### src/rtl/mem_access_unit.sv
// Load/store unit for the M stage: aligns store data and byte masks, issues one
// word-aligned memory request, and extracts/extends load data, with a WAIT timeout.
module mem_access_unit #(
    parameter int TIMEOUT_CYCLES = 255
) (
    input  logic        clk,
    input  logic        reset,
    input  logic        req_valid,
    input  logic        req_we,
    input  logic [31:0] req_addr,
    input  logic [31:0] req_wdata,
    input  logic [1:0]  st_size,
    input  logic [2:0]  ld_size,
    output logic        stall,
    output logic        ld_valid,
    output logic [31:0] ld_data,
    output logic        misalign,
    output logic        timeout,
    output logic        mem_req_valid,
    input  logic        mem_req_ready,
    output logic [31:0] mem_addr,
    output logic        mem_we,
    output logic [3:0]  mem_wmask,
    output logic [31:0] mem_wdata,
    input  logic        mem_resp_valid,
    input  logic [31:0] mem_resp_data
);

    localparam int CW = ($clog2(TIMEOUT_CYCLES + 1) > 8) ? $clog2(TIMEOUT_CYCLES + 1) : 8;
    localparam logic [CW-1:0] TO_LAST = CW'(TIMEOUT_CYCLES - 1);

    typedef enum logic [1:0] {IDLE, ISSUE, WAIT, DONE} state_t;

    state_t        state_q, state_d;
    logic          we_q;
    logic [31:0]   addr_q, wdata_q;
    logic [1:0]    st_size_q;
    logic [2:0]    ld_size_q;
    logic [CW-1:0] cnt_q, cnt_d;
    logic [31:0]   ld_data_q, ld_data_d;
    logic          timeout_q, timeout_d;
    logic          capture, bad, stall_c, misalign_c;
    logic [7:0]    rbyte;
    logic [15:0]   rhalf;
    logic [31:0]   extracted;

    always_comb begin
        bad = 1'b0;
        if (req_we) begin
            case (st_size)
                2'b00:   bad = 1'b0;
                2'b01:   bad = req_addr[0];
                2'b10:   bad = |req_addr[1:0];
                default: bad = 1'b1;
            endcase
        end else begin
            case (ld_size)
                3'b000, 3'b100: bad = 1'b0;
                3'b001, 3'b101: bad = req_addr[0];
                3'b010:         bad = |req_addr[1:0];
                default:        bad = 1'b1;
            endcase
        end
    end

    always_comb begin
        rbyte     = mem_resp_data[{addr_q[1:0], 3'b000} +: 8];
        rhalf     = addr_q[1] ? mem_resp_data[31:16] : mem_resp_data[15:0];
        extracted = mem_resp_data;
        case (ld_size_q)
            3'b000:  extracted = {{24{rbyte[7]}}, rbyte};
            3'b001:  extracted = {{16{rhalf[15]}}, rhalf};
            3'b100:  extracted = {24'd0, rbyte};
            3'b101:  extracted = {16'd0, rhalf};
            default: extracted = mem_resp_data;
        endcase
    end

    always_comb begin
        state_d    = state_q;
        cnt_d      = cnt_q;
        ld_data_d  = ld_data_q;
        timeout_d  = 1'b0;
        capture    = 1'b0;
        stall_c    = 1'b0;
        misalign_c = 1'b0;
        case (state_q)
            IDLE: begin
                if (req_valid) begin
                    if (bad) begin
                        misalign_c = 1'b1;
                    end else begin
                        stall_c = 1'b1;
                        capture = 1'b1;
                        state_d = ISSUE;
                    end
                end
            end
            ISSUE: begin
                stall_c = 1'b1;
                if (mem_req_ready) begin
                    state_d = we_q ? DONE : WAIT;
                    cnt_d   = '0;
                end
            end
            WAIT: begin
                stall_c = 1'b1;
                // A response arriving on the final allowed cycle still counts.
                if (mem_resp_valid) begin
                    ld_data_d = extracted;
                    state_d   = DONE;
                end else if (cnt_q >= TO_LAST) begin
                    ld_data_d = '0;
                    timeout_d = 1'b1;
                    state_d   = DONE;
                end else begin
                    cnt_d = cnt_q + 1'b1;
                end
            end
            default: state_d = IDLE;
        endcase
    end

    always_ff @(posedge clk or negedge reset) begin
        if (!reset) begin
            state_q   <= IDLE;
            cnt_q     <= '0;
            ld_data_q <= '0;
            timeout_q <= 1'b0;
            we_q      <= 1'b0;
            addr_q    <= '0;
            wdata_q   <= '0;
            st_size_q <= '0;
            ld_size_q <= '0;
        end else begin
            state_q   <= state_d;
            cnt_q     <= cnt_d;
            ld_data_q <= ld_data_d;
            timeout_q <= timeout_d;
            if (capture) begin
                we_q      <= req_we;
                addr_q    <= req_addr;
                wdata_q   <= req_wdata;
                st_size_q <= st_size;
                ld_size_q <= ld_size;
            end
        end
    end

    // Combinational IDLE decodes are gated so nothing leaks out while reset is held.
    assign stall         = stall_c & reset;
    assign misalign      = misalign_c & reset;
    assign ld_valid      = (state_q == DONE) & ~we_q;
    assign ld_data       = ld_data_q;
    assign timeout       = timeout_q;
    assign mem_req_valid = (state_q == ISSUE);
    assign mem_addr      = mem_req_valid ? {addr_q[31:2], 2'b00} : 32'd0;
    assign mem_we        = mem_req_valid & we_q;

    always_comb begin
        mem_wmask = 4'b0000;
        mem_wdata = 32'd0;
        if (mem_req_valid && we_q) begin
            case (st_size_q)
                2'b00: begin
                    mem_wmask = 4'b0001 << addr_q[1:0];
                    mem_wdata = {4{wdata_q[7:0]}};
                end
                2'b01: begin
                    mem_wmask = 4'b0011 << addr_q[1:0];
                    mem_wdata = {2{wdata_q[15:0]}};
                end
                default: begin
                    mem_wmask = 4'b1111;
                    mem_wdata = wdata_q;
                end
            endcase
        end
    end

endmodule

### config.mk
export PLATFORM = sky130hd
export DESIGN_NAME = mem_access_unit
export DESIGN_NICKNAME = d
export VERILOG_FILES = /design/src/rtl/mem_access_unit.sv
export SDC_FILE = /design/constraint.sdc
export NUM_CORES = 1
export LEC_CHECK = 0
export CAP_MARGIN = 0
export CORE_MARGIN = 2
export CORE_UTILIZATION = 46
export CTS_CLUSTER_SIZE = 20
export DETAILED_ROUTE_END_ITERATION = 7
export PLACE_DENSITY = 0.82
export SETUP_SLACK_MARGIN = 0.3
export SLEW_MARGIN = 30
export SYNTH_ARGS = -nofsm -noshare
export SYNTH_HDL_FRONTEND = slang
export SYNTH_SLANG_ARGS = --single-unit
### constraint.sdc
create_clock -name clk -period 2 [get_ports clk]
set_input_delay 0.4 -clock clk [delete_from_list [all_inputs] [get_ports clk]]
set_output_delay 0.4 -clock clk [all_outputs]
set_load 0.01 [all_outputs]
==> flow_metrics.tcl <==
set metrics [dict create \
    ys_warn_count 0 \
    grt_pass1_wl_um 30800 \
    finalHoldViolations 0 \
    rsz0062_at_grt "yes" \
    path_common_cell "buf_2" \
    whs_ns 0.0221 \
    grt_pass1_vias 5782 \
    grtUsageTotal_pct 28.1 \
    avgSynthCellArea_um2 11.3 \
    cp_max_fo 3 \
    syn_area_mm2 0.00602 \
    worstPathArrival_ns 1.75 \
    dieArea_mm2 0.0140 \
    nNetsFinal 937 \
    drc 0 \
    max_stage_delay_ns 0.37 \
    final_area_mm2 0.0108 \
    path_clk_slew_ns 0.05 \
    cp_slowest_cell "nor4_4" \
    cts-root-buf "clkbuf_16" \
    vias_per_cell 5.81 \
    ys.flop_type "dfrtp_1" \
    layout_min_cycle_time_ns 2.15 \
    overflow 0 \
    critPathRequiredTime_ns 1.60 \
    status "finished, violations left" \
    internal_power_uw 10600 \
    cts_buffers 17 \
    fin_util_pct 85.4 \
    power_frac_clock_pct 16.8 \
    pin_count 213 \
    min_path_type "primary input to async pin" \
    drtIter0Drc 513 \
    grt_max_degree 60 \
    core_mm2 0.0127 \
    start_kind "primary input" \
    clk_latency_ns 0.42 \
    fin_skew_ns 0.00675 \
    synth_top_area_share_pct 47.0 \
    dp.cells 923 \
    switching_share_pct 37.2 \
    drive_gt1_share_pct 49.4 \
    synth_cells 533 \
    antenna_found_initial 2 \
    violations "negative setup slack" \
    areaGrowthSynthToFinish_pct 79.7 \
    crit_type "primary input to output pin" \
    dp_hpwl_um 12500 \
    place.gp.congestion 0.927 \
    yosys-top-cells-count "dfrtp_1, mux2_4, nor2_1" \
    end_kind "output pin" \
    cp_cell_sequence "buf_2, nor4_4, or3_4, and4_4, nor2_2, nor3b_2, buf_2" \
    firstDrtPassIters 5 \
    routed_wl_um 23400 \
    p_leak_uw 0.00515 \
    combPwrFrac_pct 57.6 \
    port-buffer-count 210 \
    yosysUniqueCellTypes 48 \
    die_h_um 118 \
    slew-limit-headroom_pct 50.8 \
    finalSetupViolations 53 \
    ir_drop_mv 0.754 \
    cellPowerDensity_mw_per_mm2 1550 \
    ant_nets 0 \
    slew_viol_final 0 \
    maxCapViolCount 0 \
    h-tree-depth 4 \
    vias 5858 \
    die_w_um 118 \
    p_switching_uw 6260 \
    std_cell_rows 41 \
    synth_edf_count 0 \
    fin_cells 1009 \
    dpl_cell_area_mm2 0.00853 \
    cts_tree "yes" \
    yosys.area.top_type "dfrtp_1" \
    initial_core_util_pct 47.5 \
    sequentialPowerShare_pct 25.6 \
    async_flop_share_pct 100 \
    cts_sinks 113 \
    yosysSeqAreaShare_pct 47.0 \
    wl_per_cell_um 23.2 \
    period_share_pct 108 \
    synth.most_common_cell "dfrtp_1" \
    synth.area.top_cells "dfrtp_1, mux2_4, mux2i_1" \
    ys_seq_elements 113 \
    setup_ws_ns -0.153 \
    max_clock_freq_mhz 464 \
    clockBufferDepth 2 \
    worst_pin_slew_ns 0.739 \
    hold_buffers 0 \
    r2r_cells 10 \
]
==> sequential cells by signal, indices dropped and copies added (netlist names) <==
register	cells
ld_data	32
we_q	1
ld_size_q	3
addr_q	32
wdata_q	32
cnt_q	8
state_q	2
timeout	1
st_size_q	2
==> layer usage <==
layer | GRT usage [%] | routed length [um] | share of wire [%]
met3 | 7.58 | 1660 | 7.1
met2 | 46.3 | 12100 | 52
met1 | 35.0 | 8960 | 38
met4 | 11.7 | 690 | 2.9
met5 | 0 | 17 | 0.073
==> worst max-delay path, delay by kind of cell <==
kind / cells / cell delay, ns
buffers and inverters: 2 / 0.30
and+or+nand+nor: 5 / 1.05
==> cells by family (layout without fill, tap and decap cells) <==
kind of cell	Yosys count	count (layout)	synth area share, %
xor+xnor	1	1	0.146
mux	94	94	20.6
other cells	1	3	0.0623
compound gates	116	116	13.0
simple gates	150	150	12.6
fa+ha+maj	7	7	1.46
flops	113	113	47.0
buf+inv	51	353	5.20
==> final timing paths <==
kind	start	endpoint	slack, ns
worst min register to register	addr_q[22]	addr_q[22]	0.51
worst max register to register	state_q[0]	cnt_q[5]	0.08
min in group clk	ld_size[1]	ld_size_q[1]	0.28
max in group asynchronous	reset	st_size_q[1]	0.82
worst min-delay path	reset	we_q	0.02
worst max-delay path	ld_size[0]	stall	-0.15
==> layout make-up <==
class,count,area (um^2)
flip-flops and latches,113,2830
inverters,11,43.8
multi-input cells,370,3640
clock inverters,14,119
clock buffers,18,429
fillers,616,1860
diodes,1,2.50
repair buffers,310,3530
well taps,172,215
==> through the flow <==
stage               TNS (ns)  setup slack, ns  power [uW]
floorplan                  0           0.0180        7930
global placement      -56.68           -0.826       10500
detailed placement    -61.06           -0.851       10800
CTS                    -2.33           -0.135       14300
global route           -6.41           -0.183       17600
finish                 -2.30           -0.153       16800
==> cells in the final DEF (no fill, tap or decap), drive strengths merged, types with 3 or more instances in the layout <==
master,instances
nand2b,4
and2,32
ha,7
o221ai,8
o22ai,8
dlymetal6s2s,34
a21oi,33
and3,9
mux2i,24
dlygate4sd2,3
mux2,69
nor2,39
a22o,8
inv,11
nand2,37
dfrtp,113
buf,167
nor4,3
clkinv,11
clkbuf,26
clkdlybuf4s50,96
nor2b,8
nor3,3
nand3,7
o21ai,29
a221o,17
==> power by group through the flow <==
| stage | sequential [uW] | combinational [uW] | clock [uW] |
|---|---|---|---|
| final | 4300 | 9680 | 2830 |
| after global routing | 4390 | 10200 | 2960 |
| after CTS | 4160 | 7350 | 2820 |
| after detailed placement | 4110 | 6650 | 0 |
| after global placement | 4060 | 6470 | 0 |
| after floorplan | 4010 | 3920 | 0 |
==> what timing repair did <==
item                                    4_1_cts  5_1_grt
endpoints found under the setup margin      210      216
pin swaps                                    32       60
gates resized for setup                     367      283
buffers inserted                              9       24
cloned                                       12        8
No activity file was read; power rests on OpenSTA's default activity.
